File: src/rtl/assoc_matcher_pkg.sv
// Shared types and sizing helpers for the associative flow matcher.
// Holds the FSM state enum, byte/word constants and KW/VW derivation.
package assoc_matcher_pkg;

  localparam int FLOW_TAG_LEN = 2;
  localparam int WORD_BYTES   = 4;

  typedef enum logic [2:0] {
    IDLE,
    HASH,
    KEY,
    VAL,
    DONE
  } state_e;

  function automatic int key_words(input int key_bytes);
    return (FLOW_TAG_LEN + key_bytes + WORD_BYTES - 1) / WORD_BYTES;
  endfunction

  function automatic int val_words(input int val_bytes);
    return val_bytes / WORD_BYTES;
  endfunction

endpackage

File: src/rtl/assoc_matcher_hash.sv
// Bucket hash: XOR-fold of the 8 key bytes into an 8-bit bucket index.
// Ports: clk, rst (async low), start_i, key_i[63:0] -> ready_o pulse, hash_o.
module assoc_matcher_hash (
  input  logic        clk,
  input  logic        rst,
  input  logic        start_i,
  input  logic [63:0] key_i,
  output logic        ready_o,
  output logic [31:0] hash_o
);

  logic        ready_q, ready_d;
  logic [31:0] hash_q, hash_d;
  logic [7:0]  fold;

  always_comb begin
    fold = '0;
    for (int i = 0; i < 8; i++) begin
      fold = fold ^ key_i[8*i +: 8];
    end
    ready_d = start_i;
    hash_d  = start_i ? {24'h0, fold} : hash_q;
  end

  always_ff @(posedge clk or negedge rst) begin
    if (!rst) begin
      ready_q <= 1'b0;
      hash_q  <= '0;
    end else begin
      ready_q <= ready_d;
      hash_q  <= hash_d;
    end
  end

  assign ready_o = ready_q;
  assign hash_o  = hash_q;

endmodule

File: src/rtl/assoc_matcher.sv
// Hashed multi-way flow lookup: probes WAYS entries of one bucket word by word.
// Ports: lookup start/key, config load, 32-bit read port, done/hit/way/value.
module assoc_matcher
  import assoc_matcher_pkg::*;
#(
  parameter logic [15:0] PROC_ID   = 16'h0000,
  parameter int          KEY_BYTES = 6,
  parameter int          VAL_BYTES = 16,
  parameter int          WAYS      = 4
) (
  input  logic                   clk,
  input  logic                   rst,
  input  logic                   start_i,
  input  logic [8*KEY_BYTES-1:0] key_i,
  output logic                   busy_o,
  input  logic                   mod_start_i,
  input  logic [31:0]            mod_entry_len_i,
  input  logic [31:0]            mod_start_addr_i,
  output logic                   mem_ce_o,
  output logic [31:0]            mem_addr_o,
  input  logic [31:0]            mem_data_i,
  input  logic                   mem_ready_i,
  output logic                   ready_o,
  output logic                   is_match_o,
  output logic [2:0]             way_o,
  output logic [8*VAL_BYTES-1:0] val_o
);

  localparam int KW   = key_words(KEY_BYTES);
  localparam int VW   = val_words(VAL_BYTES);
  localparam int KB   = KW * 32;
  localparam int VB   = VW * 32;
  localparam int PADB = KB - 8 * (FLOW_TAG_LEN + KEY_BYTES);

  localparam logic [4:0] KW_LAST  = 5'(KW - 1);
  localparam logic [4:0] VW_LAST  = 5'(VW - 1);
  localparam logic [2:0] WAY_LAST = 3'(WAYS - 1);

  state_e         state_q, state_d;
  logic [KB-1:0]  key_q, key_d;
  logic [31:0]    len_q, len_d;
  logic [31:0]    sa_q, sa_d;
  logic [31:0]    base_q, base_d;
  logic [31:0]    addr_q, addr_d;
  logic [4:0]     wcnt_q, wcnt_d;
  logic [2:0]     way_q, way_d;
  logic [2:0]     hway_q, hway_d;
  logic           match_q, match_d;
  logic           ce_q, ce_d;
  logic           hstart_q, hstart_d;
  logic [VB-1:0]  val_q, val_d;

  logic [63:0]    hash_key;
  logic           hash_rdy;
  logic [31:0]    hash_val;
  logic [31:0]    kword;
  logic [VB-1:0]  vword;

  // First 8 bytes of the tagged key; short keys are zero-extended.
  assign hash_key = 64'({key_q, 64'h0} >> KB);

  assoc_matcher_hash u_hash (
    .clk     (clk),
    .rst     (rst),
    .start_i (hstart_q),
    .key_i   (hash_key),
    .ready_o (hash_rdy),
    .hash_o  (hash_val)
  );

  always_comb begin
    state_d  = state_q;
    key_d    = key_q;
    len_d    = len_q;
    sa_d     = sa_q;
    base_d   = base_q;
    addr_d   = addr_q;
    wcnt_d   = wcnt_q;
    way_d    = way_q;
    hway_d   = hway_q;
    match_d  = match_q;
    ce_d     = ce_q;
    hstart_d = 1'b0;
    val_d    = val_q;
    kword    = 32'((key_q << {wcnt_q, 5'b0}) >> (KB - 32));
    vword    = (VB'(mem_data_i) << (VB - 32)) >> {wcnt_q, 5'b0};

    unique case (state_q)
      IDLE: begin
        if (mod_start_i) begin
          len_d = mod_entry_len_i;
          sa_d  = mod_start_addr_i;
        end else if (start_i) begin
          key_d    = KB'({PROC_ID, key_i}) << PADB;
          val_d    = '0;
          match_d  = 1'b0;
          hway_d   = '0;
          way_d    = '0;
          wcnt_d   = '0;
          hstart_d = 1'b1;
          state_d  = HASH;
        end
      end
      HASH: begin
        if (hash_rdy) begin
          base_d  = sa_q + hash_val * (32'(WAYS) * len_q);
          addr_d  = base_d;
          ce_d    = 1'b1;
          wcnt_d  = '0;
          state_d = KEY;
        end
      end
      KEY: begin
        if (mem_ready_i) begin
          if (mem_data_i == kword) begin
            addr_d = addr_q + 32'd4;
            if (wcnt_q == KW_LAST) begin
              wcnt_d  = '0;
              state_d = VAL;
            end else begin
              wcnt_d = wcnt_q + 5'd1;
            end
          end else if (way_q != WAY_LAST) begin
            way_d  = way_q + 3'd1;
            wcnt_d = '0;
            addr_d = base_q + (32'(way_q) + 32'd1) * len_q;
          end else begin
            ce_d    = 1'b0;
            state_d = DONE;
          end
        end
      end
      VAL: begin
        if (mem_ready_i) begin
          val_d  = val_q | vword;
          addr_d = addr_q + 32'd4;
          if (wcnt_q == VW_LAST) begin
            ce_d    = 1'b0;
            match_d = 1'b1;
            hway_d  = way_q;
            state_d = DONE;
          end else begin
            wcnt_d = wcnt_q + 5'd1;
          end
        end
      end
      DONE:    state_d = IDLE;
      default: state_d = IDLE;
    endcase
  end

  always_ff @(posedge clk or negedge rst) begin
    if (!rst) begin
      state_q  <= IDLE;
      key_q    <= '0;
      len_q    <= '0;
      sa_q     <= '0;
      base_q   <= '0;
      addr_q   <= '0;
      wcnt_q   <= '0;
      way_q    <= '0;
      hway_q   <= '0;
      match_q  <= 1'b0;
      ce_q     <= 1'b0;
      hstart_q <= 1'b0;
      val_q    <= '0;
    end else begin
      state_q  <= state_d;
      key_q    <= key_d;
      len_q    <= len_d;
      sa_q     <= sa_d;
      base_q   <= base_d;
      addr_q   <= addr_d;
      wcnt_q   <= wcnt_d;
      way_q    <= way_d;
      hway_q   <= hway_d;
      match_q  <= match_d;
      ce_q     <= ce_d;
      hstart_q <= hstart_d;
      val_q    <= val_d;
    end
  end

  assign busy_o     = (state_q != IDLE);
  assign ready_o    = (state_q == DONE);
  assign mem_ce_o   = ce_q;
  assign mem_addr_o = addr_q;
  assign is_match_o = match_q;
  assign way_o      = hway_q;
  assign val_o      = val_q;

endmodule

File: config.mk
export PLATFORM = sky130hd
export DESIGN_NAME = assoc_matcher
export DESIGN_NICKNAME = d
export VERILOG_FILES = /design/src/rtl/assoc_matcher_pkg.sv /design/src/rtl/assoc_matcher_hash.sv /design/src/rtl/assoc_matcher.sv
export SDC_FILE = /design/constraint.sdc
export NUM_CORES = 1
export LEC_CHECK = 0
export BUFFER_PORTS_ARGS = -buffer_cell sky130_fd_sc_hd__buf_2
export CAP_MARGIN = 5
export CORE_UTILIZATION = 35
export DETAILED_ROUTE_END_ITERATION = 7
export GPL_TIMING_DRIVEN = 0
export SLEW_MARGIN = 25
export SYNTH_ARGS = -nofsm -noshare
export SYNTH_HDL_FRONTEND = slang
export SYNTH_SLANG_ARGS = --single-unit
export TNS_END_PERCENT = 20
File: constraint.sdc
create_clock -name clk -period 14.74 [get_ports clk]
set_input_delay 0.737 -clock clk [delete_from_list [all_inputs] [get_ports clk]]
set_output_delay 0.737 -clock clk [all_outputs]
set_load 0.01 [all_outputs]
==> run_results.csv, run 1 <==
group,metric,value,unit
route,detail_route.wl_per_cell,20.6,um
place,hpwl,68100,um
logic_synthesis,postSynthCellCount,2753,
global_routing,grt_max_degree,83,
timing,final-max-slew-violation-count,0,
timing,fmax,0.115,GHz
floorplanning,ios,316,
route,viasPerCell,5.24,
setup_path,reg2reg_slack,6070,ps
setup_path,endpoint_kind,"flop",
setup_path,critPathMaxFanout,10,
cells_and_area,syn2layout_area_growth,16.2,%
timing,fin_skew,40.2,ps
cells_and_area,drive_above_1_share,0.172,
route,num_vias,21600,
setup_path,cp_data_required_time,15180,ps
clocking,clock_latency,600,ps
global_routing,track_usage,0.224,
floorplanning,rows,100,
clocking,cts_tree,"built",
logic_synthesis,yosys_warnings,0,
logic_synthesis,syn_area_per_cell,9.57,um2
timing,grt_setup_unrepaired,"false",
timing,setup-tns-final,0,ps
global_routing,antenna_found_initial,25,
floorplanning,fp.dieH,276,um
logic_synthesis,synth_flop_cell,"dfrtp_1",
timing,setup_violations,0,
logic_synthesis,synth_edf_count,0,
setup_path,reg2regPathDepth,30,
logic_synthesis,synth_seq_area_share,0.314,
setup_path,start_kind,"flop",
clocking,clk_path_buf_depth,3,
floorplanning,core-area,74400,um2
flow_run,maxCapViolations,0,
clocking,cts.clk_slew.worst_paths,70,ps
clocking,clock-sinks,330,
place,io_buffers,307,
floorplanning,die_area,76300,um2
timing,layout_min_cycle_time,8670,ps
floorplanning,die_w,276,um
route,drt_first_pass_iters,5,
clocking,cts_setup_buffers,0,
global_routing,grt_pass1_vias,22100,
setup_path,crit_arrival,9110,ps
hold_path,hold_class,"input pin to flop",
clocking,ctsResizeCount,0,
outcome,status,"complete, no violations",
setup_path,crit_end,"mem_addr_o[28]$_DFFE_PN0P_",
floorplanning,initial_core_util,0.354,
logic_synthesis,syn_area,26300,um2
route,wirelength,84600,um
logic_synthesis,yosysUniqueCellTypes,81,
clocking,cts-htree-levels,2,
logic_synthesis,synth_fp_nets,3244,
timing,slew-limit-headroom,0.302,
place,gp_congestion,0.906,
cells_and_area,final_nets,3598,
timing,min_period_over_period,0.588,
timing,worst_pin_slew,1040,ps
setup_path,r2r-end,"mem_addr_o[28]$_DFFE_PN0P_",
route,drc,0,
route,initialDrtViolationCount,1487,
clocking,cts-root-buf,"clkbuf_16",
route,ant_nets,0,
setup_path,critPathSlowestCell,"fa_1",
setup_path,critPathLaunch,"u_hash.hash_o[2]$_DFFE_PN0P_",
timing,hold_viol,0,
setup_path,cpMostUsedCell,"a21oi_1",
clocking,cts_made_buffers,40,
global_routing,grt_pass1_wl,132000,um
setup_path,worstSetupPathType,"flop to flop",
setup_path,r2r-start,"u_hash.hash_o[2]$_DFFE_PN0P_",
logic_synthesis,async_reset_ff_frac,1.00,
logic_synthesis,ys_seq_elements,330,
setup_path,critPathMaxStageDelay,560,ps
global_routing,grt_overflow,0,
==> cell families after synthesis <==
family / Yosys count / share of synthesized area
adders and majority gates: 342 / 0.228
DFF: 330 / 0.314
muxes: 141 / 0.0596
AOI/OAI and AO/OA: 552 / 0.130
xor gates and xnor gates: 167 / 0.0555
buffers and inverters: 376 / 0.0548
and+or+nand+nor: 845 / 0.158
==> registers in the layout (all words and copies together), names as in the netlist <==
register,cells
val_o,128
hash_key,48
base_q,32
len_q,32
mem_addr_o,32
sa_q,32
u_hash.hash_o,8
wcnt_q,5
state_q,3
way_o,3
way_q,3
hstart_q,1
is_match_o,1
mem_ce_o,1
u_hash.ready_o,1
==> critical path, delay by kind of cell (launching register included) <==
kind | cells | cell delay, ps
adders and majority gates | 6 | 2620
xor gates and xnor gates | 2 | 660
buffers and inverters | 6 | 1230
and+or+nand+nor | 4 | 510
DFF | 1 | 340
AOI/OAI and AO/OA | 12 | 3160
==> area by class of cell <==
class	count	area, um2
Sequential cell	330	8260
Clock buffer	56	1130
Timing Repair Buffer	312	1670
Buffer	150	597
Clock inverter	17	219
Antenna cell	4	10.0
Tap cell	969	1210
Multi-Input combinational cell	2047	16600
Inverter	226	848
Fill cell	7455	43900
==> synth_stat cells (8+ instances only) <==
cell,count,share of area
o21ai_0,103,0.020
nand4_1,17,0.0040
o22ai_1,12,0.0029
o21ai_1,8,0.0015
o21bai_1,15,0.0043
dfrtp_1,330,0.31
buf_2,9,0.0017
mux2_2,122,0.052
a2bb2oi_1,8,0.0027
nand2_1,212,0.030
nor2b_1,42,0.010
xor2_1,42,0.014
a31oi_1,18,0.0043
a21o_1,27,0.0077
inv_1,226,0.032
fa_1,231,0.18
ha_1,111,0.053
xnor2_1,125,0.042
a211oi_1,34,0.0097
and2_1,162,0.038
a221oi_1,8,0.0027
nand2b_1,42,0.010
nor2_1,232,0.033
nand3_1,42,0.0080
o31ai_1,9,0.0026
o22a_1,12,0.0040
a21oi_1,220,0.042
mux2i_1,18,0.0068
nor3_1,35,0.0067
o21a_1,8,0.0023
clkbuf_1,129,0.018
and3_1,9,0.0021
==> what timing repair did <==
item                                   in CTS  in global routing
setup endpoints to repair                   0                  0
endpoints found under the hold margin      15                  0
hold buffers                                1                  0
==> routing by layer <==
metal | global-route usage | wire length (um)
met2 | 0.371 | 39700
met3 | 0.0592 | 6730
met5 | 0 | 249
met4 | 0.0829 | 3360
met1 | 0.279 | 34500
==> layout by cell type, fill, tap and decap left out, types with 6 or more instances in the layout <==
| master | n |
|---|---|
| dfrtp_1 | 330 |
| buf_2 | 315 |
| nor2_1 | 231 |
| fa_1 | 231 |
| inv_1 | 226 |
| a21oi_1 | 220 |
| nand2_1 | 212 |
| and2_1 | 162 |
| clkbuf_1 | 137 |
| xnor2_1 | 125 |
| mux2_2 | 122 |
| ha_1 | 111 |
| o21ai_0 | 103 |
| nand3_1 | 42 |
| nor2b_1 | 42 |
| nand2b_1 | 42 |
| xor2_1 | 42 |
| clkbuf_16 | 40 |
| nor3_1 | 35 |
| a211oi_1 | 34 |
| a21o_1 | 27 |
| a31oi_1 | 18 |
| mux2i_1 | 18 |
| nand4_1 | 17 |
| o21bai_1 | 15 |
| o22ai_1 | 12 |
| o22a_1 | 12 |
| and3_1 | 9 |
| o31ai_1 | 9 |
| a221oi_1 | 8 |
| o21a_1 | 8 |
| a2bb2oi_1 | 8 |
| o21ai_1 | 8 |
| a2111oi_0 | 7 |
| or2_2 | 7 |
| nor3b_1 | 7 |
| buf_1 | 7 |
| o32ai_1 | 7 |
| clkbuf_8 | 7 |
| o41ai_1 | 6 |
==> worst min path at each step <==
stage                             from  cells past startpoint  slack, ps                       end
floorplan           hstart_q$_DFF_PN0_                      0        350  u_hash.ready_o$_DFF_PN0_
global placement    hstart_q$_DFF_PN0_                      0        360  u_hash.ready_o$_DFF_PN0_
detailed placement  hstart_q$_DFF_PN0_                      0        360  u_hash.ready_o$_DFF_PN0_
CTS                          key_i[17]                      3        320  hash_key[17]$_DFFE_PN0P_
global route                 key_i[17]                      3        330  hash_key[17]$_DFFE_PN0P_
finish                       key_i[17]                      3        350  hash_key[17]$_DFFE_PN0P_
==> through the flow <==
stage,hold WS [ps],worst slack [ps],std cells,utilization,cell area (um2)
finish,347,6070,4111,0.411,30600
global route,328,5430,4109,0.411,30600
CTS,325,6140,4107,0.411,30600
detailed placement,358,6200,4033,0.392,29200
global placement,358,6110,4029,0.391,29100
floorplan,352,7990,2753,-,26300
Power of run 1 is left out: the tool's default activity adds up to more than one toggle a clock period on the data nets, which glitch-free logic cannot reach.
==> run 2, diff against run 1 <==
==> constraint.sdc (replaced) <==
create_clock -name clk -period 7.2 [get_ports clk]
set_input_delay 0.36 -clock clk [delete_from_list [all_inputs] [get_ports clk]]
set_output_delay 0.36 -clock clk [all_outputs]
set_load 0.01 [all_outputs]
==> run_results.csv, run 2 (synthesized netlist as in run 1, its figures left out) <==
group,metric,value,unit
outcome,status,"complete, no violations",
floorplanning,rows,100,
global_routing,grt_pass1_vias,22700,
floorplanning,core-area,74400,um2
clocking,cts_tree,"built",
place,io_buffers,307,
global_routing,grt_pass1_wl,133000,um
setup_path,critPathMaxStageDelay,520,ps
floorplanning,fp.dieH,276,um
setup_path,worstSetupPathType,"flop to flop",
floorplanning,die_area,76300,um2
clocking,cts_made_buffers,40,
setup_path,crit_family,"adder cells",
setup_path,cpMostUsedCell,"fa_1",
timing,grt_setup_unrepaired,"true",
route,wirelength,85200,um
cells_and_area,most-common-layout-cells,"dfrtp_1 (317), buf_2 (315), fa_1 (231), nor2_1 (230), inv_1 (226)",
floorplanning,ios,316,
route,viasPerCell,5.21,
timing,setup_violations,0,
clocking,cts-htree-levels,2,
floorplanning,initial_core_util,0.354,
clocking,cts.clk_slew.worst_paths,70,ps
cells_and_area,mostFrequentLayoutCell,"dfrtp_1",
timing,fin_skew,39.9,ps
route,detail_route.wl_per_cell,20.3,um
place,gp_congestion,0.906,
clocking,clock-sinks,330,
setup_path,critPathSlowestCell,"fa_1",
route,drc,0,
clocking,clock_latency,600,ps
global_routing,grt_overflow,0,
setup_path,crit_arrival,7470,ps
timing,worst_pin_slew,1100,ps
cells_and_area,drive_above_1_share,0.191,
setup_path,cp_data_required_time,7680,ps
hold_path,hold_class,"input pin to flop",
setup_path,critPathMaxFanout,10,
setup_path,cp_num_buf_inv,3,
floorplanning,die_w,276,um
cells_and_area,final_nets,3681,
place,hpwl,68100,um
route,initialDrtViolationCount,1398,
timing,slew-limit-headroom,0.259,
route,num_vias,21800,
cells_and_area,fin_area,31800,um2
timing,fmax,0.143,GHz
cells_and_area,syn2layout_area_growth,20.9,%
place,placed_area,29200,um2
timing,hold_viol,0,
timing,final-max-slew-violation-count,0,
setup_path,start_kind,"flop",
route,ant_nets,0,
clocking,clk_path_buf_depth,3,
timing,min_period_over_period,0.971,
clocking,cts-root-buf,"clkbuf_16",
timing,layout_min_cycle_time,6990,ps
global_routing,antenna_found_initial,18,
global_routing,track_usage,0.225,
setup_path,endpoint_kind,"flop",
global_routing,grt_max_degree,83,
cells_and_area,largest_reg_flops,128,
route,drt_first_pass_iters,8,
flow_run,maxCapViolations,0,
timing,setup-tns-final,0,ps
==> run 2: cell count changes in the layout (fill, tap and decap cells not counted), sizes merged <==
cell / before / now
buf: 330 / 344
dlygate4sd3: 1 / 88
clkbuf: 187 / 169
==> run 2: final timing paths <==
path	start	to	slack (ps)	cells after the start
setup reg to reg	u_hash.hash_o[3]$_DFFE_PN0P_	mem_addr_o[30]$_DFFE_PN0P_	210	28
max in group asynchronous	rst	val_o[73]$_DFFE_PN0P_	5910	4
hold reg to reg	hstart_q$_DFF_PN0_	u_hash.ready_o$_DFF_PN0_	400	0
setup / recovery	u_hash.hash_o[3]$_DFFE_PN0P_	mem_addr_o[30]$_DFFE_PN0P_	210	28
hold / removal	mod_start_addr_i[21]	sa_q[21]$_DFFE_PN0P_	10	2
min in group asynchronous	rst	base_q[1]$_DFFE_PN0P_	200	2
==> run 2: timing repair <==
item | CTS | global route
resized for setup | 61 | 32
endpoints found under the setup margin | 30 | 21
setup buffers | 11 | 1
endpoints found under the hold margin | 261 | 0
hold buffers | 88 | 0
pin swaps | 8 | 7
==> run 2: area by class of cell <==
cell class | count | area (um2)
Antenna cell | 4 | 10.0
Buffer | 134 | 592
Clock buffer | 56 | 1130
Clock inverter | 17 | 219
Fill cell | 7352 | 42600
Inverter | 226 | 848
Multi-Input combinational cell | 2047 | 16900
Sequential cell | 330 | 8270
Tap cell | 969 | 1210
Timing Repair Buffer | 411 | 2630
==> run 2: stage by stage <==
stage / util / setup WS [ps] / hold WS (ps) / std cells
after floorplan: - / 451 / 64.4 / 2753
after global routing: 0.428 / -55.8 / 5.67 / 4193
after detailed placement: 0.392 / -1340 / 202 / 4033
final: 0.428 / 212 / 14.8 / 4194
after CTS: 0.425 / -0.695 / 2.33 / 4190
after global placement: 0.391 / -1370 / 358 / 4029
==> run 2: metal layers <==
layer | part of all wire | track usage
met2 | 0.47 | 0.375
met4 | 0.040 | 0.0862
met3 | 0.070 | 0.0493
met5 | 0.0017 | 0
met1 | 0.42 | 0.286
Power of run 2 is left out for the same reason.
